<file path="config.mk">
export PLATFORM = sky130hd
export DESIGN_NAME = regs_wb_arbiter_flat
export DESIGN_NICKNAME = d
export VERILOG_FILES = /design/src/rtl/regs_wb_arbiter_if.sv /design/src/rtl/regs_wb_arbiter.sv /design/src/flat_wrapper.sv
export SDC_FILE = /design/constraint.sdc
export NUM_CORES = 1
export LEC_CHECK = 0
export BUFFER_PORTS_ARGS = -buffer_cell sky130_fd_sc_hd__buf_2
export CAP_MARGIN = 20
export CORE_UTILIZATION = 56
export CTS_BUF_LIST = sky130_fd_sc_hd__clkbuf_4 sky130_fd_sc_hd__clkbuf_8
export CTS_CLUSTER_DIAMETER = 60
export CTS_CLUSTER_SIZE = 12
export DETAILED_ROUTE_END_ITERATION = 10
export PLACE_DENSITY = 0.87
export SLEW_MARGIN = 30
export SYNTH_ARGS = -nofsm -noshare
export SYNTH_HDL_FRONTEND = slang
export SYNTH_SLANG_ARGS = --single-unit
export TNS_END_PERCENT = 100
</file>
<file path="constraint.sdc">
create_clock -name i_clk -period 4.2 [get_ports i_clk]
set_input_delay 0.21 -clock i_clk [delete_from_list [all_inputs] [get_ports i_clk]]
set_output_delay 0.21 -clock i_clk [all_outputs]
set_load 0.005 [all_outputs]
</file>
<file path="src/rtl/regs_wb_arbiter_if.sv">
// Bundle of every signal between the write-back arbiter and its neighbours:
// the ALU (A) and load/multicycle (B) requesters, the issue scoreboard,
// the decode busy lookups and the register file write port.
interface regs_wb_arbiter_if #(
   parameter int XLEN = 32,
   parameter int AW   = 5
);
   logic            i_a_valid;
   logic [AW-1:0]   i_a_addr;
   logic [XLEN-1:0] i_a_dat;
   logic            o_a_ready;

   logic            i_b_valid;
   logic [AW-1:0]   i_b_addr;
   logic [XLEN-1:0] i_b_dat;
   logic            o_b_ready;

   logic            i_sb_set;
   logic [AW-1:0]   i_sb_rd;

   logic [AW-1:0]   i_rs1;
   logic [AW-1:0]   i_rs2;
   logic            o_busy_rs1;
   logic            o_busy_rs2;

   logic            o_we;
   logic [AW-1:0]   o_addr_wr;
   logic [XLEN-1:0] o_dat_wr;

   // Arbiter side of the bundle.
   modport slave (
      input  i_a_valid, i_a_addr, i_a_dat,
      input  i_b_valid, i_b_addr, i_b_dat,
      input  i_sb_set, i_sb_rd, i_rs1, i_rs2,
      output o_a_ready, o_b_ready, o_busy_rs1, o_busy_rs2,
      output o_we, o_addr_wr, o_dat_wr
   );

   // Requester / decode / register-file side of the bundle.
   modport master (
      output i_a_valid, i_a_addr, i_a_dat,
      output i_b_valid, i_b_addr, i_b_dat,
      output i_sb_set, i_sb_rd, i_rs1, i_rs2,
      input  o_a_ready, o_b_ready, o_busy_rs1, o_busy_rs2,
      input  o_we, o_addr_wr, o_dat_wr
   );
endinterface

</file>
<file path="src/rtl/regs_wb_arbiter.sv">
// Write-back arbiter for the register file's single write port.
// Round-robin between the ALU path (A) and the load/multicycle path (B),
// one registered output stage, and a pending-write scoreboard for B-path
// destinations so decode can stall on read-after-write hazards.
module regs_wb_arbiter #(
   parameter int XLEN = 32,
   parameter int AW   = 5
) (
   input logic i_clk,
   input logic i_rst_n,
   regs_wb_arbiter_if.slave bus
);

   localparam int NREG = 1 << AW;

   logic            last_b;
   logic            grant_a;
   logic            grant_b;
   logic [NREG-1:0] pend;
   logic [NREG-1:0] pend_next;
   logic            we_q;
   logic [AW-1:0]   addr_q;
   logic [XLEN-1:0] dat_q;

   // Round-robin grant: a lone requester always wins; on contention the
   // path that did not win last time gets the port.
   always_comb begin
      grant_a = 1'b0;
      grant_b = 1'b0;
      if (bus.i_a_valid && bus.i_b_valid) begin
         grant_b = ~last_b;
         grant_a = last_b;
      end else if (bus.i_a_valid) begin
         grant_a = 1'b1;
      end else if (bus.i_b_valid) begin
         grant_b = 1'b1;
      end
   end

   // Remember the most recent winner; idle cycles leave it untouched.
   always_ff @(posedge i_clk or negedge i_rst_n) begin
      if (!i_rst_n) begin
         last_b <= 1'b1;
      end else if (grant_a || grant_b) begin
         last_b <= grant_b;
      end
   end

   // Output stage: capture the accepted write; x0 writes are swallowed by
   // keeping the enable low while still loading address and data.
   always_ff @(posedge i_clk or negedge i_rst_n) begin
      if (!i_rst_n) begin
         we_q   <= 1'b0;
         addr_q <= '0;
         dat_q  <= '0;
      end else if (grant_a) begin
         we_q   <= (bus.i_a_addr != '0);
         addr_q <= bus.i_a_addr;
         dat_q  <= bus.i_a_dat;
      end else if (grant_b) begin
         we_q   <= (bus.i_b_addr != '0);
         addr_q <= bus.i_b_addr;
         dat_q  <= bus.i_b_dat;
      end else begin
         we_q   <= 1'b0;
      end
   end

   // Scoreboard update: a completing B write clears its bit first, then a
   // new issue sets it, so a same-cycle issue to the same register wins.
   always_comb begin
      pend_next = pend;
      if (grant_b) begin
         pend_next[bus.i_b_addr] = 1'b0;
      end
      if (bus.i_sb_set && (bus.i_sb_rd != '0)) begin
         pend_next[bus.i_sb_rd] = 1'b1;
      end
   end

   // Scoreboard register.
   always_ff @(posedge i_clk or negedge i_rst_n) begin
      if (!i_rst_n) begin
         pend <= '0;
      end else begin
         pend <= pend_next;
      end
   end

   // Busy covers both pending B results and a write still sitting in the
   // output stage that the register file has not absorbed yet.
   always_comb begin
      bus.o_busy_rs1 = 1'b0;
      bus.o_busy_rs2 = 1'b0;
      if (bus.i_rs1 != '0) begin
         bus.o_busy_rs1 = pend[bus.i_rs1] | (we_q && (addr_q == bus.i_rs1));
      end
      if (bus.i_rs2 != '0) begin
         bus.o_busy_rs2 = pend[bus.i_rs2] | (we_q && (addr_q == bus.i_rs2));
      end
   end

   assign bus.o_a_ready = grant_a;
   assign bus.o_b_ready = grant_b;
   assign bus.o_we      = we_q;
   assign bus.o_addr_wr = addr_q;
   assign bus.o_dat_wr  = dat_q;

endmodule
</file>
<file path="src/flat_wrapper.sv">
// flat-port wrapper written by rule: the top's interface ports become plain ports
module regs_wb_arbiter_flat 
#(
   parameter int XLEN = 32,
   parameter int AW   = 5
)
  (i_clk, i_rst_n, bus_i_a_valid, bus_i_a_addr, bus_i_a_dat, bus_i_b_valid, bus_i_b_addr, bus_i_b_dat, bus_i_sb_set, bus_i_sb_rd, bus_i_rs1, bus_i_rs2, bus_o_a_ready, bus_o_b_ready, bus_o_busy_rs1, bus_o_busy_rs2, bus_o_we, bus_o_addr_wr, bus_o_dat_wr);
  regs_wb_arbiter_if #(.XLEN(XLEN), .AW(AW)) bus_i ();
  input logic i_clk;
  input logic i_rst_n;
  input wire logic [$bits(bus_i.i_a_valid)-1:0] bus_i_a_valid;
  input wire logic [$bits(bus_i.i_a_addr)-1:0] bus_i_a_addr;
  input wire logic [$bits(bus_i.i_a_dat)-1:0] bus_i_a_dat;
  input wire logic [$bits(bus_i.i_b_valid)-1:0] bus_i_b_valid;
  input wire logic [$bits(bus_i.i_b_addr)-1:0] bus_i_b_addr;
  input wire logic [$bits(bus_i.i_b_dat)-1:0] bus_i_b_dat;
  input wire logic [$bits(bus_i.i_sb_set)-1:0] bus_i_sb_set;
  input wire logic [$bits(bus_i.i_sb_rd)-1:0] bus_i_sb_rd;
  input wire logic [$bits(bus_i.i_rs1)-1:0] bus_i_rs1;
  input wire logic [$bits(bus_i.i_rs2)-1:0] bus_i_rs2;
  output wire logic [$bits(bus_i.o_a_ready)-1:0] bus_o_a_ready;
  output wire logic [$bits(bus_i.o_b_ready)-1:0] bus_o_b_ready;
  output wire logic [$bits(bus_i.o_busy_rs1)-1:0] bus_o_busy_rs1;
  output wire logic [$bits(bus_i.o_busy_rs2)-1:0] bus_o_busy_rs2;
  output wire logic [$bits(bus_i.o_we)-1:0] bus_o_we;
  output wire logic [$bits(bus_i.o_addr_wr)-1:0] bus_o_addr_wr;
  output wire logic [$bits(bus_i.o_dat_wr)-1:0] bus_o_dat_wr;
  assign bus_i.i_a_valid = bus_i_a_valid;
  assign bus_i.i_a_addr = bus_i_a_addr;
  assign bus_i.i_a_dat = bus_i_a_dat;
  assign bus_i.i_b_valid = bus_i_b_valid;
  assign bus_i.i_b_addr = bus_i_b_addr;
  assign bus_i.i_b_dat = bus_i_b_dat;
  assign bus_i.i_sb_set = bus_i_sb_set;
  assign bus_i.i_sb_rd = bus_i_sb_rd;
  assign bus_i.i_rs1 = bus_i_rs1;
  assign bus_i.i_rs2 = bus_i_rs2;
  assign bus_o_a_ready = bus_i.o_a_ready;
  assign bus_o_b_ready = bus_i.o_b_ready;
  assign bus_o_busy_rs1 = bus_i.o_busy_rs1;
  assign bus_o_busy_rs2 = bus_i.o_busy_rs2;
  assign bus_o_we = bus_i.o_we;
  assign bus_o_addr_wr = bus_i.o_addr_wr;
  assign bus_o_dat_wr = bus_i.o_dat_wr;
  regs_wb_arbiter #(.XLEN(XLEN), .AW(AW)) u_core (.i_clk(i_clk), .i_rst_n(i_rst_n), .bus(bus_i));
endmodule
</file>
==> metrics.txt <==
status=complete, no violations; initial core utilization=58.6%; worst-skew pair later-pin latency=0.35 ns; Post-Syn Instances=439; die area=7540 um2; GP Congestion=0.972; Top Ports=136; final WL=11.5 mm; core footprint=6870 um2; CTS buffer count=9; post-route minimum period=2.43 ns; max-slew violations=0; H-tree depth=3; 1st-pass router iterations=4; Final #Nets=650; hold_buf cts=1; Slew HR=37.5%; IO buf count=135; final instance area=4880 um2; num rows=30; Worst Tran Pin Value=0.938 ns; min-delay worst type=input pin to flop; vias in the first global route=3665; Remaining DRCs=0; flops & latches, synth=71; Bufs on Longest Clock Path=2; maxcap violations=0; cell leakage power=2.19 nW; Layout fillers=541; Synth Cell Area=4030 um2; synth top area cells=dfrtp_1 (43%), o21ai_0 (12%), a21oi_1 (8.0%); clock skew=0.00953 ns; TNS Setup=0 ns; share of layout cells above drive strength 1=30.2%; Synthesized Nets=533; syn_area_per_cell=9.17 um2; die height=86.8 um; YS warnings=0; CP arrival=2.22 ns; DRT antenna net count=0; # Post-CTS Setup Buffers=0; pin count of the biggest net entering global routing=68; PwrDens=383 nW/um2; Seq/Total Area, Yosys=44.1%; CTS root buffer=clkbuf_8; 1st-iter DRT viols=315; Final Cycle Share=57.9%; crit path max fanout=34; CP Launch Type=flop; initial antenna violation count=0; Final Hold Viols=0; CP Capture Type=output pin; placement-stage cell area=4710 um2; Peak VDD IR=245 uV; DR vias/cell=6.03; area growth from synthesis to layout=21.3%; Antenna diodes=0; Yosys top cell by area=dfrtp_1; Final setup viols=0; Fmax achieved=0.411 GHz; Final HPWL DP=8.52 mm; Vias=3955; Power Total=1.87 mW; CTS clk-pin slew, worst paths=0.07 ns; routed len/inst=17.5 um; Cell variety after synth=40; wire length of the first global-routing pass=17.8 mm; Crit Path Class=flop to output pin; Hold WS=0.0732 ns; Synth top area share=43.5%; Global Route Usage Sum=31.2%; # resized after CTS=0; die span in x=86.8 um; clock sink count=71; grt ovf=0; TritonCTS clock tree=done; RSZ-0062 raised after global routing=no; data required time at the worst endpoint=3.99 ns
[cell families (layout without fill, tap and decap cells)]
| group | after synthesis | in the layout | share of synthesized area [%] |
|---|---|---|---|
| xor+xnor | 10 | 10 | 2.17 |
| compound gates | 172 | 172 | 22.6 |
| mux | 22 | 22 | 11.2 |
| flops | 71 | 71 | 44.1 |
| buf+inv | 35 | 156 | 3.54 |
| simple gates | 129 | 129 | 16.3 |
[report_power, final]
| group | internal [mW] | leakage (nW) | switching [mW] |
|---|---|---|---|
| clock network | 0.230 | 0.0884 | 0.248 |
| registers | 0.809 | 0.853 | 0.116 |
| logic | 0.237 | 1.25 | 0.232 |
| total | 1.28 | 2.19 | 0.596 |
[path summary, 6_finish.rpt]
kind                                       from                 endpoint  slack [ns]  cells after the start
worst max-delay path              u_core.last_b            bus_o_a_ready        1.77                      5
worst min-delay path            bus_i_a_dat[26]  u_core.bus.o_dat_wr[26]        0.07                      3
worst max register to register    u_core.last_b  u_core.bus.o_dat_wr[13]        2.18                      6
worst min register to register  u_core.pend[20]          u_core.pend[20]        0.54                      2
max in group asynchronous               i_rst_n            u_core.last_b        2.72                      3
min in group asynchronous               i_rst_n  u_core.bus.o_dat_wr[10]        0.46                      2
[through the flow]
stage          cells  worst slack, ns  utilization, %
2_1_floorplan    439             2.44               -
3_5_place_dp     640             1.88            68.5
4_1_cts          656             1.78            71.1
6_report         656             1.77            71.1
5_1_grt          656             1.62            71.1
3_3_place_gp     640             2.03            68.5
[cell usage in the layout, fill, tap and decap left out, types with 2 or more instances in the layout]
master and n:
dfrtp_1 70, clkbuf_8 10, nor2b_1 4, a32oi_1 5
mux2i_1 4, xor2_1 8, mux4_2 12, xnor2_1 2
nand3_1 10, o21ai_0 95, a21oi_1 64, nand2_1 54
buf_2 135, buf_4 2, nor2_1 6, nor4_1 3
clkinv_2 3, a31oi_1 2, or3_1 3, nand4_1 2
inv_1 3, nand2b_1 36, nand3b_1 3, mux4_1 5
[flip-flops by register name (all words and copies together), names as in the netlist]
| signal | count |
|---|---|
| u_core.last_b | 1 |
| u_core.bus.o_we | 1 |
| u_core.bus.o_dat_wr | 32 |
| u_core.pend | 32 |
| u_core.bus.o_addr_wr | 5 |
[cell usage after synthesis, drive strengths merged]
library cell,n
o21ai,95
dfrtp,70
a21oi,64
nand2,54
nand2b,36
clkbuf,27
mux4,17
nand3,10
xor2,8
nor2,6
a32oi,5
buf,5
mux2i,4
nor2b,4
inv,3
nand3b,3
nor4,3
or3,3
a31oi,2
nand4,2
or2,2
xnor2,2
a21bo,1
and2,1
and3b,1
dfstp,1
mux2,1
nand4b,1
nor3,1
o2111ai,1
o221a,1
o311a,1
o31ai,1
o41a,1
or3b,1
or4,1
[layer usage]
| layer | global-route usage (%) | part of all wire, % | up-vias |
|---|---|---|---|
| met4 | 16.4 | 3.5 | 0 |
| met5 | 0 | 0 | - |
| met1 | 39.4 | 39 | 1857 |
| met2 | 51.3 | 48 | 231 |
| met3 | 5.62 | 8.7 | 39 |
| li1 | - | - | 1828 |
[critical path, stage by stage (launching register included)]
cell     delay, ns
dfstp_2       0.89
inv_1         0.11
nand2_1       0.19
and2_1        0.16
buf_4         0.33
buf_2         0.18
[final cells by class]
cell class	instances	area (um2)	share of cell area, %
Inverter	3	11.3	0.231
Multi-Input combinational cell	333	2110	43.1
Tap cell	96	120	2.46
Clock buffer	11	145	2.97
Clock inverter	4	22.5	0.461
Sequential cell	71	1780	36.4
Timing Repair Buffer	138	701	14.3
Note: power is estimated with default switching activity, not from simulation.
